**src/rtl/fetch_predict_if.sv**
```systemverilog
// Fetch-stage bundle: fetch/redirect/BHT-update inputs and fetch/F-D/statistics outputs.
// The master drives the inputs of the fetch stage and the slave is the fetch stage itself.
interface fetch_predict_if;
  logic        stall;
  logic [31:0] instr;
  logic [31:0] target;
  logic        redirect;
  logic [31:0] redirect_pc;
  logic        upd_valid;
  logic [31:0] upd_pc;
  logic        upd_taken;
  logic [31:0] pc_f;
  logic        pred_taken;
  logic        valid_d;
  logic [31:0] pc_d;
  logic        pred_taken_d;
  logic [31:0] n_branch;
  logic [31:0] n_mispredict;

  modport master (
    output stall, instr, target, redirect, redirect_pc, upd_valid, upd_pc, upd_taken,
    input  pc_f, pred_taken, valid_d, pc_d, pred_taken_d, n_branch, n_mispredict
  );

  modport slave (
    input  stall, instr, target, redirect, redirect_pc, upd_valid, upd_pc, upd_taken,
    output pc_f, pred_taken, valid_d, pc_d, pred_taken_d, n_branch, n_mispredict
  );
endinterface

```
**src/rtl/fetch_predict.sv**
```systemverilog
// Fetch PC sequencer with a 2-bit saturating-counter BHT. Predictions are registered into F/D,
// and execute sends back redirects and counter updates.
module fetch_predict #(
  parameter int unsigned INDEX_BITS = 6,
  parameter logic [31:0] RESET_PC   = 32'h0000_0000
) (
  input  logic           clk,
  input  logic           reset,
  fetch_predict_if.slave bus
);

  localparam int unsigned BHT_ENTRIES = 1 << INDEX_BITS;

  localparam logic [5:0] OP_J   = 6'b000010;
  localparam logic [5:0] OP_JAL = 6'b000011;
  localparam logic [5:0] OP_BEQ = 6'b000100;
  localparam logic [5:0] OP_BNE = 6'b000101;

  logic [31:0]           r_pc_f;
  logic                  r_valid_d;
  logic [31:0]           r_pc_d;
  logic                  r_pred_taken_d;
  logic [31:0]           r_n_branch;
  logic [31:0]           r_n_mispredict;
  logic [1:0]            r_bht [BHT_ENTRIES];

  logic [5:0]            w_opcode;
  logic                  w_is_uncond;
  logic                  w_is_cond;
  logic [INDEX_BITS-1:0] w_rd_idx;
  logic [INDEX_BITS-1:0] w_upd_idx;
  logic [1:0]            w_rd_ctr;
  logic [1:0]            w_upd_ctr;
  logic [1:0]            w_upd_next;
  logic                  w_pred_taken;
  logic [31:0]           w_pc_plus4;
  logic [31:0]           w_next_pc;
  logic                  w_unused_bits;

  assign w_opcode    = bus.instr[31:26];
  assign w_is_uncond = (w_opcode == OP_J)   || (w_opcode == OP_JAL);
  assign w_is_cond   = (w_opcode == OP_BEQ) || (w_opcode == OP_BNE);

  assign w_rd_idx  = r_pc_f[INDEX_BITS+1:2];
  assign w_upd_idx = bus.upd_pc[INDEX_BITS+1:2];
  assign w_rd_ctr  = r_bht[w_rd_idx];
  assign w_upd_ctr = r_bht[w_upd_idx];

  // Only the word-index bits of upd_pc select a counter; the rest alias freely.
  assign w_unused_bits = ^{bus.upd_pc[31:INDEX_BITS+2], bus.upd_pc[1:0]};

  always_comb begin
    w_pred_taken = 1'b0;
    if (w_is_uncond) begin
      w_pred_taken = 1'b1;
    end else if (w_is_cond) begin
      w_pred_taken = w_rd_ctr[1];
    end
  end

  assign w_pc_plus4 = r_pc_f + 32'd4;
  assign w_next_pc  = w_pred_taken ? bus.target : w_pc_plus4;

  always_comb begin
    w_upd_next = w_upd_ctr;
    if (bus.upd_taken) begin
      if (w_upd_ctr != 2'b11) w_upd_next = w_upd_ctr + 2'b01;
    end else begin
      if (w_upd_ctr != 2'b00) w_upd_next = w_upd_ctr - 2'b01;
    end
  end

  always_ff @(posedge clk or posedge reset) begin
    if (reset) begin
      r_pc_f         <= RESET_PC;
      r_valid_d      <= 1'b0;
      r_pc_d         <= '0;
      r_pred_taken_d <= 1'b0;
    end else if (bus.redirect) begin
      // Redirect outranks stall; pc_d/pred_taken_d stay as they were.
      r_pc_f    <= bus.redirect_pc;
      r_valid_d <= 1'b0;
    end else if (!bus.stall) begin
      r_pc_f         <= w_next_pc;
      r_valid_d      <= 1'b1;
      r_pc_d         <= r_pc_f;
      r_pred_taken_d <= w_pred_taken;
    end
  end

  always_ff @(posedge clk or posedge reset) begin
    if (reset) begin
      for (int unsigned i = 0; i < BHT_ENTRIES; i++) begin
        r_bht[i] <= 2'b01;
      end
    end else if (bus.upd_valid) begin
      r_bht[w_upd_idx] <= w_upd_next;
    end
  end

  always_ff @(posedge clk or posedge reset) begin
    if (reset) begin
      r_n_branch     <= '0;
      r_n_mispredict <= '0;
    end else begin
      if (bus.upd_valid) r_n_branch     <= r_n_branch + 32'd1;
      if (bus.redirect)  r_n_mispredict <= r_n_mispredict + 32'd1;
    end
  end

  assign bus.pc_f         = r_pc_f;
  assign bus.pred_taken   = w_pred_taken;
  assign bus.valid_d      = r_valid_d;
  assign bus.pc_d         = r_pc_d;
  assign bus.pred_taken_d = r_pred_taken_d;
  assign bus.n_branch     = r_n_branch;
  assign bus.n_mispredict = r_n_mispredict;

endmodule

```
**src/flat_wrapper.sv**
```systemverilog
// flat-port wrapper written by rule: the top's interface ports become plain ports
module fetch_predict_flat 
#(
  parameter int unsigned INDEX_BITS = 6,
  parameter logic [31:0] RESET_PC   = 32'h0000_0000
)
  (clk, reset, bus_stall, bus_instr, bus_target, bus_redirect, bus_redirect_pc, bus_upd_valid, bus_upd_pc, bus_upd_taken, bus_pc_f, bus_pred_taken, bus_valid_d, bus_pc_d, bus_pred_taken_d, bus_n_branch, bus_n_mispredict);
  fetch_predict_if bus_i ();
  input  logic clk;
  input  logic reset;
  input wire logic [$bits(bus_i.stall)-1:0] bus_stall;
  input wire logic [$bits(bus_i.instr)-1:0] bus_instr;
  input wire logic [$bits(bus_i.target)-1:0] bus_target;
  input wire logic [$bits(bus_i.redirect)-1:0] bus_redirect;
  input wire logic [$bits(bus_i.redirect_pc)-1:0] bus_redirect_pc;
  input wire logic [$bits(bus_i.upd_valid)-1:0] bus_upd_valid;
  input wire logic [$bits(bus_i.upd_pc)-1:0] bus_upd_pc;
  input wire logic [$bits(bus_i.upd_taken)-1:0] bus_upd_taken;
  output wire logic [$bits(bus_i.pc_f)-1:0] bus_pc_f;
  output wire logic [$bits(bus_i.pred_taken)-1:0] bus_pred_taken;
  output wire logic [$bits(bus_i.valid_d)-1:0] bus_valid_d;
  output wire logic [$bits(bus_i.pc_d)-1:0] bus_pc_d;
  output wire logic [$bits(bus_i.pred_taken_d)-1:0] bus_pred_taken_d;
  output wire logic [$bits(bus_i.n_branch)-1:0] bus_n_branch;
  output wire logic [$bits(bus_i.n_mispredict)-1:0] bus_n_mispredict;
  assign bus_i.stall = bus_stall;
  assign bus_i.instr = bus_instr;
  assign bus_i.target = bus_target;
  assign bus_i.redirect = bus_redirect;
  assign bus_i.redirect_pc = bus_redirect_pc;
  assign bus_i.upd_valid = bus_upd_valid;
  assign bus_i.upd_pc = bus_upd_pc;
  assign bus_i.upd_taken = bus_upd_taken;
  assign bus_pc_f = bus_i.pc_f;
  assign bus_pred_taken = bus_i.pred_taken;
  assign bus_valid_d = bus_i.valid_d;
  assign bus_pc_d = bus_i.pc_d;
  assign bus_pred_taken_d = bus_i.pred_taken_d;
  assign bus_n_branch = bus_i.n_branch;
  assign bus_n_mispredict = bus_i.n_mispredict;
  fetch_predict #(.INDEX_BITS(INDEX_BITS), .RESET_PC(RESET_PC)) u_core (.clk(clk), .reset(reset), .bus(bus_i));
endmodule
```
**config.mk**
```make
export PLATFORM = sky130hd
export DESIGN_NAME = fetch_predict_flat
export DESIGN_NICKNAME = d
export VERILOG_FILES = /design/src/rtl/fetch_predict_if.sv /design/src/rtl/fetch_predict.sv /design/src/flat_wrapper.sv
export SDC_FILE = /design/constraint.sdc
export NUM_CORES = 1
export LEC_CHECK = 0
export CAP_MARGIN = 40
export CORE_UTILIZATION = 54
export CTS_BUF_LIST = sky130_fd_sc_hd__clkbuf_2 sky130_fd_sc_hd__clkbuf_4 sky130_fd_sc_hd__clkbuf_8
export DETAILED_ROUTE_END_ITERATION = 12
export GPL_TIMING_DRIVEN = 0
export PLACE_DENSITY = 0.81
export SKIP_LAST_GASP = 1
export SLEW_MARGIN = 20
export SYNTH_ARGS = -nofsm -noshare
export SYNTH_HDL_FRONTEND = slang
export SYNTH_SLANG_ARGS = --single-unit
```
**constraint.sdc**
```tcl
create_clock -name clk -period 10 [get_ports clk]
set_input_delay 1.5 -clock clk [delete_from_list [all_inputs] [get_ports clk]]
set_output_delay 1.5 -clock clk [all_outputs]
set_load 0.01 [all_outputs]
```
Word-level counts from Yosys, hierarchy flattened
Cells that the tools add are included.
- flip-flop bits (word level): 258
- input port bits: 134
- word-level logic and storage cells: 112
- add/sub/neg operators: 5
- order comparisons: 3
- equality and inequality tests: 6
- multiplexer cells: 19
- bitwise gates (word level): 4
- reductions and logical operators: 5
- operators with widths (kind ; count):
    $bwmux W128 ; 1
    $mux W32 ; 3
    $add A32 B1 Y32 const B ; 2
    $add A32 B3 Y32 const B ; 1
    $bmux W2 S6 ; 2
    $mux W2 ; 8
    $ge A7 B7 Y1 const B ; 2
    $not A6 Y7 ; 2
    $demux W2 S6 ; 1
    $eq A6 B2 Y1 const B ; 2
    $eq A6 B3 Y1 const B ; 2
    $lt A7 B1 Y1 const B ; 1
    $mux W1 ; 4
    $add A2 B1 Y2 const B ; 1
    $logic_or A1 B1 Y1 ; 2
    $ne A2 B1 Y1 const B ; 1
    $ne A2 B2 Y1 const B ; 1
    $not A1 Y1 ; 2
    $reduce_and A2 Y1 ; 1
    $reduce_bool A2 Y1 ; 1
    $sub A2 B1 Y2 const B ; 1
    $logic_and A1 B1 Y1 ; 1

Longest topological paths before layout
- depth after elaboration: 9
- gate-level depth with buffers: 12

Least setup slack after synthesis
No wires, ideal clock.
- path kind: input port to output port
- start point: input port bus_instr[29]
- end point: output port bus_pred_taken
- arrival: 2.676 ns
- setup slack: 5.824 ns
- cell stages on the path: 6
- path through: nor3_1 > nand3b_1 > a311oi_1 > o311ai_0 > nand3_1 > buf_4
- word-level cells in the longest chain between the ends: 4
- ends and longest elaborated chain (what ; line ; RTL):
    from (decl) ; flat_wrapper.sv:12 ; input wire logic [$bits(bus_i.instr)-1:0] bus_instr;
    $eq A6 B3 Y1 ; fetch_predict.sv:42 ; assign w_is_cond = (w_opcode == OP_BEQ) || (w_opcode == OP_BNE);
    $logic_or A1 B1 Y1 ; fetch_predict.sv:42 ;
    $mux W1 ; fetch_predict.sv:56 ; end else if (w_is_cond) begin
    $mux W1 * ; fetch_predict.sv:54 ; if (w_is_uncond) begin
    to (decl) ; flat_wrapper.sv:20 ; output wire logic [$bits(bus_i.pred_taken)-1:0] bus_pred_taken;
Every way passes the cells marked *; elsewhere a longest branch is shown, timed or not.

Worst setup path in the final report
- start point: input port bus_instr[31]
- end point: output port bus_pred_taken
The elaborated chain is that of the path after synthesis.

==> results.sh <==
export IMPL_place_ws_ns=4.28
export IMPL_grt_ovfl_total=0
export IMPL_drv_slew=0
export IMPL_final_common_cell="nand2_1"
export IMPL_async_reset_ff_share_pct=100
export IMPL_synth_net_count=1460
export IMPL_globalplace_congestion=0.937
export IMPL_grt_pass1_vias=11100
export IMPL_cap_violations=0
export IMPL_die_x_um=157
export IMPL_cellLeakagePower_nw=6.87
export IMPL_htreeDepth=2
export IMPL_yosysWarnings=0
export IMPL_antenna_found_initial=1
export IMPL_dieArea_um2=24500
export IMPL_synth_flop_cell="dfrtp_1"
export IMPL_dp_hpwl_mm=27.6
export IMPL_synth_area_um2=12900
export IMPL_finalHoldViolations=0
export IMPL_peakVddDrop_v=0.000119
export IMPL_worst_pin_slew_ns=0.927
export IMPL_startpoint_type="input port"
export IMPL_r2r_setup_slack_ns=6.34
export IMPL_status="complete, no violations"
export IMPL_cts_root_buf="clkbuf_8"
export IMPL_viasPerCell=5.83
export IMPL_drive_gt1_share_pct=14.2
export IMPL_fin_crit_sh_pct=58.1
export IMPL_ctsHoldBuffers=0
export IMPL_cp_endpoint="bus_pred_taken"
export IMPL_cp_end_kind="output pin"
export IMPL_ys_ff_latch=258
export IMPL_layout_nets=1719
export IMPL_postRouteAntennaNets=0
export IMPL_syn_inst=1323
export IMPL_timing_rr_start="u_core.bus.pc_f[4]$_DFFE_PP0P_"
export IMPL_area_delta_synth_final_pct=27.6
export IMPL_worstSkewPairLatency_ns=0.57
export IMPL_fin_ws_ns=4.19
export IMPL_core_area_um2=23500
export IMPL_synthDistinctLibCells=58
export IMPL_drcViolationCount=0
export IMPL_syn_area_per_cell_um2=9.76
export IMPL_track_usage_pct=32.0
export IMPL_worstSetupPathType="input port to output pin"
export IMPL_vias=11300
export IMPL_dp_cells=1853
export IMPL_cts_clk_slew_worst_paths_ns=0.06
export IMPL_dr_pass1_iters=7
export IMPL_cp_max_fo=10
export IMPL_clock_sinks=258
export IMPL_fin_cells=1938
export IMPL_max_slew_margin_pct=37.9
export IMPL_postCtsSetupBuffers=0
export IMPL_rows=56
export IMPL_cts_buffers=44
export IMPL_grt_pass1_wl_mm=60.5
export IMPL_clk_path_buf_depth=3
export IMPL_port_buffers=206
export IMPL_cts_tree="done"
export IMPL_synth_edf_count=0
export IMPL_setup_violations=0
export IMPL_drt_wl_total_mm=38.3
export IMPL_clock_skew_ns=0.0175
export IMPL_period_needed_ns=5.81
export IMPL_initial_core_util_pct=55.0
export IMPL_r2r_cells=9
export IMPL_ys_seq_area_share_pct=50.6
export IMPL_mostFrequentLayoutCells="333 x nand2_1, 206 x clkdlybuf4s50_1, 194 x dfrtp_1"
export IMPL_drt_wirelength_per_cell_um=19.7
export IMPL_die_h_um=157
export IMPL_grt_max_degree=107
export IMPL_critPathLaunch="bus_instr[31]"
export IMPL_cts_repair_resized=0
export IMPL_ios=265
export IMPL_crit_required_ns=8.50
export IMPL_worstPathArrival_ns=4.31
export IMPL_rsz0062_at_grt="false"
export IMPL_fmax_ghz=0.172
export IMPL_cellPowerDensity_nw_per_um2=180
export IMPL_r2r_end="u_core.bus.pc_f[6]$_DFFE_PP0P_"
export IMPL_dr_first_iter_drc_count=973
export IMPL_hold_path_class="flop to flop"
## per-layer routing
metal,global-route usage (%),share of wire [%],vias to the layer above,wire length [um]
li1,-,-,5141,-
met1,41.7,39,5420,14900
met2,50.6,46,604,17600
met3,8.11,10,141,4000
met4,14.5,4.6,0,1760
met5,0,0,-,0
## cells by family (layout without fill, tap and decap cells)
family | count (synthesis) | after routing | share of synthesized area [%]
buf+inv | 86 | 380 | 2.95
other cells | 0 | 2 | 0
compound gates | 237 | 237 | 10.4
simple gates | 550 | 550 | 18.4
flops | 258 | 258 | 50.6
xor+xnor | 90 | 90 | 6.11
mux | 97 | 97 | 11.0
fa+ha+maj | 5 | 5 | 0.456
## synth_stat cells, types with 4 or more instances
master	count	area [um2]
clkbuf_1	43	161
mux2i_1	48	480
a21oi_1	38	190
and2_1	6	37.5
buf_4	4	30.0
or2_2	4	25.0
mux2_2	16	180
dfstp_2	64	1680
o221ai_1	6	52.6
clkbuf_2	5	25.0
nand4_1	24	150
o21ai_0	149	746
mux4_2	29	653
mux4_1	4	105
nor2_1	78	293
buf_1	8	30.0
nor3b_1	5	37.5
and3_1	23	144
nand2_1	333	1250
nor2b_1	7	43.8
o31ai_1	8	60.1
buf_2	8	40.0
a31oi_1	4	25.0
xor2_1	23	201
a221oi_1	9	78.8
inv_1	15	56.3
xnor2_1	67	587
dfrtp_1	194	4850
nor4_1	5	31.3
nand3_1	40	200
o22ai_1	5	31.3
nor3_1	10	50.1
## where the power goes
part	internal (mW)	total, mW	switching [mW]
Clock	0.609	1.04	0.435
Combinational	0.291	0.591	0.300
Sequential	1.20	1.32	0.120
## per-stage QoR
step | cell area (um2) | TNS [ns] | hold WS (ns) | utilization (%) | power [mW]
6_report | 16500 | 0 | 0.469 | 70.2 | 2.96
5_1_grt | 16500 | 0 | 0.489 | 70.2 | 3.09
4_1_cts | 16500 | 0 | 0.474 | 70.1 | 2.96
3_5_place_dp | 15500 | 0 | 0.462 | 65.9 | 1.92
3_3_place_gp | 15400 | -301.51 | 0.458 | 65.5 | 1.89
2_1_floorplan | 12900 | 0 | 0.455 | - | 1.63
## critical path: stages
cell and delay (ns):
clkdlybuf4s50_1 0.49, nor3_1 0.32, nand3b_1 0.26, a311oi_1 0.33
o311ai_0 0.23, nand3_1 0.32, buf_4 0.29, clkdlybuf4s50_1 0.57
## flip-flops by register name, summed over array words and instances (netlist names)
register                 flops
u_core.bus.pred_taken_d      1
u_core.bus.n_mispredict     32
u_core.bus.pc_d             32
u_core.bus.valid_d           1
u_core.bus.n_branch         32
u_core.r_bht               128
u_core.bus.pc_f             32
## worst min-delay path by stage
stage                                             from                                      end  cells after the start
2_1_floorplan             u_core.r_bht[44]$_DFFE_PP1P_             u_core.r_bht[44]$_DFFE_PP1P_                      2
3_3_place_gp            u_core.bus.pc_d[0]$_DFFE_PP0P_           u_core.bus.pc_d[0]$_DFFE_PP0P_                      2
3_5_place_dp           u_core.bus.pc_d[29]$_DFFE_PP0P_          u_core.bus.pc_d[29]$_DFFE_PP0P_                      2
4_1_cts        u_core.bus.n_mispredict[31]$_DFFE_PP0P_  u_core.bus.n_mispredict[31]$_DFFE_PP0P_                      1
5_1_grt        u_core.bus.n_mispredict[31]$_DFFE_PP0P_  u_core.bus.n_mispredict[31]$_DFFE_PP0P_                      1
6_report       u_core.bus.n_mispredict[31]$_DFFE_PP0P_  u_core.bus.n_mispredict[31]$_DFFE_PP0P_                      1
## layout make-up
class / instances / area [um2]
clock inverters: 4 / 56.3
fillers: 1753 / 7000
clock buffers: 77 / 928
plain buffers: 71 / 324
well taps: 319 / 399
diodes: 2 / 5.00
repair buffers: 213 / 2150
flip-flops and latches: 258 / 6540
inverters: 15 / 63.8
multi-input cells: 979 / 6010
Power figures use the tool's default switching activity.
